**src/rtl/display_scan_7seg.sv**
```systemverilog
// display_scan_7seg: time-multiplexed 7-segment driver with per-digit even-parity
// checking; a digit that fails parity is replaced by a blinking 'E'.
module display_scan_7seg #(
  parameter int N_DIGITS     = 4,
  parameter int SCAN_DIV     = 1000,
  parameter int BLINK_FRAMES = 64
) (
  input  logic                    clk,
  input  logic                    rst_n,
  input  logic                    load,
  input  logic [5*N_DIGITS-1:0]   code_in,
  input  logic [N_DIGITS-1:0]     par_in,
  input  logic                    clr_err,
  output logic [6:0]              seg,
  output logic [N_DIGITS-1:0]     dig_en,
  output logic [N_DIGITS-1:0]     err_vec,
  output logic                    err_sticky
);
  localparam int IW = N_DIGITS > 1 ? $clog2(N_DIGITS) : 1;
  localparam int SW = SCAN_DIV > 1 ? $clog2(SCAN_DIV) : 1;
  localparam int FW = BLINK_FRAMES > 1 ? $clog2(BLINK_FRAMES) : 1;
  localparam logic [IW-1:0] IDX_MAX   = IW'(N_DIGITS - 1);
  localparam logic [SW-1:0] SCAN_MAX  = SW'(SCAN_DIV - 1);
  localparam logic [FW-1:0] FRAME_MAX = FW'(BLINK_FRAMES - 1);
  logic [IW-1:0]       idx;
  logic [SW-1:0]       scan_cnt;
  logic [FW-1:0]       frame_cnt;
  logic                blink_phase;
  logic [4:0]          bank [N_DIGITS];
  logic [N_DIGITS-1:0] new_err;
  logic [6:0]          seg_nxt;
  logic                scan_tc, idx_tc, frame_tc;
  function automatic logic [6:0] glyph(input logic [4:0] c);
    case (c)
      5'h00: glyph = 7'b1111110;
      5'h01: glyph = 7'b0110000;
      5'h02: glyph = 7'b1101101;
      5'h03: glyph = 7'b1111001;
      5'h04: glyph = 7'b0110011;
      5'h05: glyph = 7'b1011011;
      5'h06: glyph = 7'b1011111;
      5'h07: glyph = 7'b1110000;
      5'h08: glyph = 7'b1111111;
      5'h09: glyph = 7'b1111011;
      5'h0A: glyph = 7'b1110111;
      5'h0B: glyph = 7'b0011111;
      5'h0C: glyph = 7'b1001110;
      5'h0D: glyph = 7'b0111101;
      5'h0E: glyph = 7'b1001111;
      5'h0F: glyph = 7'b1000111;
      5'h11: glyph = 7'b0000001;
      default: glyph = 7'b0000000;
    endcase
  endfunction
  for (genvar i = 0; i < N_DIGITS; i++) begin : g_par
    assign new_err[i] = ^{code_in[5*i +: 5], par_in[i]};
  end
  assign scan_tc  = scan_cnt == SCAN_MAX;
  assign idx_tc   = idx == IDX_MAX;
  assign frame_tc = frame_cnt == FRAME_MAX;
  // Outputs are built from the pre-edge index and bank, giving one cycle of latency.
  always_comb begin
    seg_nxt = err_vec[idx] ? (blink_phase ? 7'b1001111 : 7'b0000000) : glyph(bank[idx]);
  end
  always_ff @(posedge clk or negedge rst_n) begin
    if (!rst_n) begin
      idx         <= '0;
      scan_cnt    <= '0;
      frame_cnt   <= '0;
      blink_phase <= 1'b1;
      seg         <= '0;
      dig_en      <= '0;
      err_vec     <= '0;
      err_sticky  <= 1'b0;
      for (int k = 0; k < N_DIGITS; k++) bank[k] <= 5'h10;
    end else begin
      seg      <= seg_nxt;
      dig_en   <= N_DIGITS'(1) << idx;
      scan_cnt <= scan_tc ? '0 : scan_cnt + 1'b1;
      if (scan_tc) begin
        idx <= idx_tc ? '0 : idx + 1'b1;
        if (idx_tc) begin
          frame_cnt <= frame_tc ? '0 : frame_cnt + 1'b1;
          if (frame_tc) blink_phase <= ~blink_phase;
        end
      end
      if (load) begin
        err_vec <= new_err;
        for (int k = 0; k < N_DIGITS; k++) bank[k] <= code_in[5*k +: 5];
      end
      err_sticky <= (load && |new_err) || (err_sticky && !clr_err);
    end
  end
endmodule

```
**config.mk**
```make
export PLATFORM = sky130hd
export DESIGN_NAME = display_scan_7seg
export DESIGN_NICKNAME = d
export VERILOG_FILES = /design/src/rtl/display_scan_7seg.sv
export SDC_FILE = /design/constraint.sdc
export NUM_CORES = 1
export LEC_CHECK = 0
export CELL_PAD_IN_SITES_DETAIL_PLACEMENT = 0
export CELL_PAD_IN_SITES_GLOBAL_PLACEMENT = 1
export CORE_MARGIN = 2
export CORE_UTILIZATION = 43
export DETAILED_ROUTE_END_ITERATION = 10
export GPL_TIMING_DRIVEN = 0
export PLACE_DENSITY_LB_ADDON = 0.2
export SLEW_MARGIN = 40
export SYNTH_ARGS = -nofsm -noshare
export SYNTH_HDL_FRONTEND = slang
export SYNTH_SLANG_ARGS = --single-unit
```
**constraint.sdc**
```tcl
create_clock -name clk -period 2.3 [get_ports clk]
set_input_delay 0.23 -clock clk [delete_from_list [all_inputs] [get_ports clk]]
set_output_delay 0.23 -clock clk [all_outputs]
set_load 0.02 [all_outputs]
```
Yosys cells after proc, flatten, opt, wreduce, memory -nomap -nowiden
Memory sizes are Yosys's and may differ from the RTL's.
Cells that the tools add are included.
- register bits after elaboration: 55
- ROM bits: 224
- input bits: 28
- output and inout port bits: 16
- memories kept: 1
- memories (memory ; depth ; width ; rd ports ; clocked after memory_dff ; write ports ; RTL line ; RTL):
    (no name shown) ; 32 ; 7 ; 1 ; 0 ; 0 ; 34 ; case (c)
- $add $sub $neg: 3
- $lt $le $gt $ge: 2
- equal/unequal tests: 3
- shift operators: 1
- mux-type cells: 10
- bitwise logic cells: 2
- reduce and logical (&&, ||, !) cells: 11
- operator list (cell ; number):
    XOR reduction 6 bit ; 4
    two-way mux 7 bit ; 2
    adder 10 x 1 -> 10 bit (second input constant) ; 1
    binary-select mux 5 bit (select 2 bit) ; 1
    == test 10 bit (second input constant) ; 1
    two-way mux 10 bit ; 1
    two-way mux 5 bit ; 2
    adder 6 x 1 -> 6 bit (second input constant) ; 1
    == test 6 bit (second input constant) ; 1
    two-way mux 6 bit ; 1
    OR reduction 4 bit ; 1
    left shift 1 x 2 -> 4 bit (first input constant) ; 1
    greater-or-equal comparator 3 bit (second input constant) ; 1
    < comparator 2 x 3 -> 1 bit (second input constant) ; 1
    inverter 2 -> 3 bit ; 1
    AND reduction 3 bit ; 1
    adder 2 x 1 -> 2 bit (second input constant) ; 1
    binary-select mux 1 bit (select 2 bit) ; 1
    == test 2 bit (second input constant) ; 1
    logical AND 1 bit ; 2
    two-way mux 2 bit ; 1
    AND reduction 2 bit ; 1
    zero test 1 bit ; 1
    logical OR 1 bit ; 1
    2 further kinds ; 2

Depth between registers and ports, before layout
Gate-level depths: netlist of the first run.
An unclocked memory read counts as a cell.
- depth after elaboration: 6
- mapped depth: 8
- depth with buffers taken out: 7

Least setup slack after synthesis of the first run
No wires, ideal clock.
- path kind: reg-to-reg
- start: reg idx[0]
- end: reg seg[1]
- setup time: 0.066 ns
- arrival time: 1.956 ns
- required time: 2.234 ns
- setup slack: 0.278 ns
- stages on the path, launching flop included: 7
- buffers on the path: 1
- clock period less this slack: 2.022 ns
- path through: dfrtp_1 buf_6 mux4_2 ha_1 mux2_1 a211o_1 nand2_1
- word-level cells in the longest chain between the ends: 6
- ends and longest elaborated chain (what ; RTL line ; RTL):
    start, declared ; 25 ; logic [IW-1:0] idx;
    start signal, assigned ; 81 ; idx <= idx_tc ? '0 : idx + 1'b1;
    inverter 2 -> 3 bit (not written as such) ; 63 ; seg_nxt = err_vec[idx] ? (blink_phase ? 7'b1001111 : 7'b0000000) : glyph(bank[idx]);
    binary-select mux 5 bit (select 2 bit) ; 63 ;
    two-way mux 5 bit (not written as such) (2 in a row) ; 63 ;
    memory read (32 x 7 bit) ; n/a ;
    two-way mux 7 bit (*) ; 63 ;
    via seg_nxt[1] ; 31 ; logic [6:0] seg_nxt;
    end signal, assigned ; 77 ; seg <= seg_nxt;
    end, declared ; 14 ; output logic [6:0] seg,
The timed path passes the listed nets; every way through them passes the cells marked *. The select of a mux whose other input is x is not followed.
A chain may end at the register's enable or synchronous reset.

Worst setup path after layout of the first run
Ends and elaborated chain as after synthesis.

==> run summary, run 1 <==
Status -> complete, no violations
Max-cap viol count -> 0
Area Overhead vs Synth -> 23.37%
First-pass DRT Iterations -> 2
Data required time of the worst path -> 2550 ps
FF+latch count, synth -> 55
Synth Net Count -> 268
Multi-input logic area -> 1351 µm²
Power Dens Cells -> 653.9 nW/µm²
Post-Layout Inst Area -> 3495 µm²
RSZ-0062 raised after global routing -> no
Core area -> 6350 µm²
Leak -> 1.516 nW
TritonCTS Buffers -> 5
NumNets Final -> 320
Average wire per cell in the routed design -> 14.44 µm
Syn. warnings -> 0
Syn Std Cell Area -> 2833 µm²
Delay-heaviest family, CP -> multiplexers
Slew @ Worst Pin -> 573.9 ps
Initial Util -> 0.4461
Io pins -> 44
Worst hold path class -> in2async
Seq. cell area -> 1383 µm²
Headroom to the max-slew limit -> 0.6174
Setup crit start kind -> register
Count of final setup violators -> 0
Initial DRC Count -> 23
Via density -> 4.980
Htree depth -> 2
Crit path capture type -> register
Commonest cells post-synth -> 50 x dfrtp_1, 25 x mux2_2, 17 x xnor2_1, 14 x ha_1
Min Tclk post-route -> 2176 ps
Seq/Total Area, Yosys -> 0.4881
Clk Tree Root Cell -> clkbuf_8
CP Class -> reg2reg
Fill cells -> 534
Slowest-stage cell, CP -> mux4_2
CP Data Arrival Time -> 2430 ps
EDFF count, synth -> 0
Final setup skew -> 8.153 ps
Fraction of layout cells with a size suffix above 1 -> 0.2043
TNS Setup -> 0 ps
TritonCTS clock tree -> built
Die height -> 85.17 µm
DIE AREA -> 7253 µm²
GRT Resource Usage Total -> 0.1583
Max VDD drop -> 0.5064 mV
Top-area cell type share of the netlist area -> 0.4417
Die width -> 85.17 µm
Clk Latency, worst-skew pair -> 310 ps
Total number of vias -> 1773
Post-DP HPWL -> 3.971 mm
Clk sink count -> 55
Largest net degree at the start of global routing -> 32
Placed cell area -> 3367 µm²
Slowest Stage Delay on Critical Path -> 590 ps
Antenna-violating nets left -> 0
Syn avg cell area -> 12.53 µm²
Residual DRC -> 0
Fmax -> 0.4596 GHz
Clk pin slew, worst setup/hold paths -> 100 ps
Slew Viols, Final -> 0
Routed wire length -> 5.140 mm
Synth cell types -> 44
Mapped Cells -> 226
Row cnt -> 29
Initial antenna violation count -> 0
First-pass GRT wire length -> 9.045 mm
Count of buffers from port buffering -> 42
Non-Filler Instances -> 356
Global route overflow -> 0
Fraction of registers with async set/reset -> 1.000
Gpl congestion -> 0.7394
Top FF cell, synth -> dfrtp_1
Final Cycle Share -> 0.9461
CTS max path bufs -> 2
Top post-synthesis cells by area -> dfrtp_1 44%, mux2_2 9.9%, ha_1 6.2%
Pwr Total -> 2.285 mW
Critical path buffers and inverters -> 1
Most numerous cell in the Yosys netlist -> dfrtp_1
Synth area leader -> dfrtp_1
Antenna cell count -> 0
Final Hold Fails -> 0
Placed insts -> 346
Worst path cell trace -> buf_6, mux4_2, ha_1, mux2_1, a211o_1, nand2_1
Number of global-route vias before repair -> 1859
Crit-path max FO -> 8
## layout make-up
| type | count | share of cell area |
|---|---|---|
| timing repair buffer | 46 | 0.1325 |
| tap | 77 | 0.02757 |
| sequential | 55 | 0.3956 |
| clock buffer | 7 | 0.02184 |
| clock inverter | 1 | 0.008593 |
| multi-input combinational | 151 | 0.3867 |
| inverter | 10 | 0.01074 |
| buffer | 9 | 0.01647 |
## worst paths after layout
| kind | from | endpoint | slack, ps | depth (start not counted) |
|---|---|---|---|---|
| setup / recovery | idx[0] | seg[1] | 120 | 6 |
| hold / removal | rst_n | seg[5] | 360 | 2 |
| setup reg to reg | idx[0] | seg[1] | 120 | 6 |
| hold reg to reg | scan_cnt[0] | scan_cnt[0] | 490 | 1 |
| max in group asynchronous | rst_n | bank[9] | 1390 | 3 |
| min in group clk | load | bank[19] | 410 | 2 |
## flip-flops by register name, summed over array words and instances (netlist names)
name         count
err_sticky       1
dig_en           4
blink_phase      1
scan_cnt        10
idx              2
frame_cnt        6
err_vec          4
bank            20
seg              7
## placed cells by master, fill, tap and decap left out, types with 2 or more instances in the layout
| cell | netlist | layout |
|---|---|---|
| mux2_2 | 25 | 25 |
| nor3_1 | 3 | 3 |
| buf_1 | 2 | 2 |
| mux4_2 | 7 | 7 |
| clkbuf_8 | 0 | 5 |
| xor2_1 | 4 | 4 |
| dfrtp_1 | 50 | 50 |
| xnor2_1 | 17 | 17 |
| a21oi_1 | 3 | 3 |
| o21ai_1 | 3 | 3 |
| nand2_1 | 12 | 12 |
| buf_4 | 0 | 3 |
| clkdlybuf4s50_1 | 0 | 41 |
| dfstp_2 | 5 | 5 |
| or3_1 | 3 | 3 |
| nor2_1 | 12 | 12 |
| nand3_1 | 8 | 8 |
| o21ai_0 | 9 | 9 |
| clkbuf_1 | 4 | 5 |
| o22ai_1 | 2 | 2 |
| buf_6 | 3 | 3 |
| inv_2 | 0 | 2 |
| nand2b_1 | 2 | 2 |
| mux2i_1 | 2 | 2 |
| inv_1 | 10 | 8 |
| xnor3_1 | 4 | 4 |
| and3_1 | 2 | 2 |
| ha_1 | 14 | 14 |
## routing by layer
layer / vias up / wire length, µm / track usage
met5: - / 0 / 0
met1: 834 / 2563 / 0.2190
li1: 902 / - / -
met3: 5 / 173 / 0.02918
met4: 0 / 52 / 0.04762
met2: 32 / 2350 / 0.2557
## where the power goes
group          switching [mW]  leakage (nW)  internal (mW)
logic                   0.250         0.786          0.305
clock network           0.301        0.0524          0.326
registers              0.0436         0.677           1.06
total                   0.595          1.52           1.69
## per-stage QoR
step                hold slack, ps  worst slack [ps]  utilization
floorplan                   -65.59             278.1            -
global placement             482.7            -747.6       0.5275
detailed placement           154.3             40.95       0.5302
CTS                          364.5             14.20       0.5486
global route                 402.7             3.551       0.5503
finish                       362.2             124.0       0.5503
## what timing repair did
item                                    CTS  global route
endpoints found under the hold margin    23             0
buffers inserted                          0             2
gates resized for setup                   0             2
endpoints found under the setup margin    0             2
hold buffers                              1             0
## cells by family after synthesis
family,after synthesis,synth area share
AO/OA/AOI/OAI,27,0.06184
multiplexers,35,0.1661
flip-flops,55,0.4881
XOR/XNOR,25,0.09673
adder cells (fa/ha/maj),14,0.06184
buffers and inverters,20,0.03489
AND/OR/NAND/NOR,50,0.09055
Note: power is estimated with default switching activity, not from simulation.
==> inputs of run 2 (changes only) <==
SETUP_SLACK_MARGIN = 0.15   (was default)
TNS_END_PERCENT = 20   (was default)
==> run 2 against run 1 <==
  * Non-clock buffer count rose by 8
  * Cell count up 2.2%
  * Clock-buffer cell count did not move
  * Via count grew 1.9%
  * Sequential share of layout area fell by 0.76 points
  * Power up 0.27%
  * Wire length up 0.99%
  * Design area up 2.0%
  * Critical path depth unchanged
  * Setup slack better by 87 ps
==> run summary, run 2 (synthesized netlist as in run 1, its figures left out) <==
Status -> complete, no violations
Crit path capture type -> register
Number of global-route vias before repair -> 1871
Count of final setup violators -> 0
Placed cell area -> 3367 µm²
Most common cell after layout, fill and taps aside -> dfrtp_1
Most frequent cells in the layout -> 50 x dfrtp_1, 41 x clkdlybuf4s50_1, 25 x mux2_2, 17 x xnor2_1, 14 x ha_1
Critical path buffers and inverters -> 1
Residual DRC -> 0
NumNets Final -> 328
Antenna cell count -> 0
Fraction of layout cells with a size suffix above 1 -> 0.2334
Delay-heaviest family, CP -> multiplexers
Row cnt -> 29
Clk pin slew, worst setup/hold paths -> 100 ps
Initial DRC Count -> 24
First-pass GRT wire length -> 9.080 mm
Count of buffers from port buffering -> 42
Slew Viols, Final -> 0
Min Tclk post-route -> 2089 ps
Fill cells -> 533
Data required time of the worst path -> 2550 ps
Core area -> 6350 µm²
Crit-path max FO -> 7
First-pass DRT Iterations -> 4
Die height -> 85.17 µm
Antenna-violating nets left -> 0
Average wire per cell in the routed design -> 14.26 µm
Global route overflow -> 0
Routed wire length -> 5.191 mm
CP Class -> reg2reg
Via density -> 4.962
Io pins -> 44
Final Hold Fails -> 0
Gpl congestion -> 0.7394
Setup crit start kind -> register
Die width -> 85.17 µm
Crit. Startpoint -> idx[0]
Worst path cell trace -> buf_6, mux4_2, ha_1, mux2_1, a211o_1, nand2_1
Slowest Stage Delay on Critical Path -> 580 ps
Biggest regs -> bank: 20 flops, scan_cnt: 10 flops, seg: 7 flops
Leak -> 1.560 nW
Post-Layout Inst Area -> 3563 µm²
Area Overhead vs Synth -> 25.80%
CTS max path bufs -> 2
Initial Util -> 0.4461
RR Startpoint -> idx[0]
GRT Resource Usage Total -> 0.1589
Final setup margin -> 211.2 ps
WHS -> 363.0 ps
Max VDD drop -> 0.5586 mV
RSZ-0062 raised after global routing -> yes
Initial antenna violation count -> 0
CP Data Arrival Time -> 2340 ps
Final Cycle Share -> 0.9082
Fmax -> 0.4788 GHz
Max-cap viol count -> 0
Largest net degree at the start of global routing -> 32
Clk Latency, worst-skew pair -> 310 ps
TritonCTS clock tree -> built
Total number of vias -> 1806
Biggest register -> bank
Pre-CTS WS -> 40.95 ps
Final Util -> 0.5612
Max reg flops -> 20
TritonCTS Buffers -> 5
Worst hold path class -> in2async
Clk Tree Root Cell -> clkbuf_8
Clk sink count -> 55
Non-Filler Instances -> 364
Power Dens Cells -> 643.0 nW/µm²
Headroom to the max-slew limit -> 0.6222
Htree depth -> 2
DIE AREA -> 7253 µm²
Final setup skew -> 7.839 ps
Slew @ Worst Pin -> 566.8 ps
Post-DP HPWL -> 3.971 mm
Slowest-stage cell, CP -> mux4_2
Placed insts -> 346
run 2: changes by cell type in the layout (fill, tap and decap cells not counted), sizes merged:
cell	delta
buf	+7
clkbuf	+1
run 2: per-stage QoR:
step	total power [mW]	TNS, ps
after detailed placement	1.672	0
after floorplan	1.431	0
after CTS	2.317	0
final	2.291	0
after global placement	1.666	-37890
after global routing	2.408	0
run 2: worst register-to-register path, cell delays in order, from the launching register on:
cell     delay, ps
dfrtp_1        370
buf_6          150
mux4_2         580
ha_1           280
mux2_1         310
a211o_1        290
nand2_1         60
run 2: layout make-up:
| cell class | count | area [µm²] | share of cell area |
|---|---|---|---|
| clock inverters | 1 | 30.03 | 0.008427 |
| plain buffers | 10 | 62.56 | 0.01756 |
| repair buffers | 53 | 515.5 | 0.1447 |
| well taps | 77 | 96.34 | 0.02704 |
| inverters | 10 | 40.04 | 0.01124 |
| flip-flops and latches | 55 | 1383 | 0.3880 |
| clock buffers | 7 | 76.32 | 0.02142 |
| multi-input cells | 151 | 1360 | 0.3817 |
run 2: worst paths after layout:
check | end | cells after the start | slack (ps)
worst max register to register | seg[1] | 6 | 210
worst max-delay path | seg[1] | 6 | 210
worst min-delay path | seg[5] | 2 | 360
worst min register to register | scan_cnt[0] | 1 | 490
min in group clk | bank[19] | 2 | 410
max in group asynchronous | bank[9] | 3 | 1390
run 2: power breakdown:
group          internal [mW]  switching (mW)
sequential              1.06          0.0433
clock                  0.326           0.301
combinational          0.311           0.252
total                   1.70           0.596
run 2: timing repair:
action	CTS	global route
gates resized for setup	3	3
endpoints found under the hold margin	23	0
setup buffers	4	5
endpoints found under the setup margin	2	4
hold buffers	1	0
run 2: routing by layer:
metal,track usage,up-vias,share of wire
met5,0,-,0
met2,0.2571,30,0.47
met3,0.02918,5,0.031
met1,0.2197,855,0.49
li1,-,916,-
met4,0.04762,0,0.010
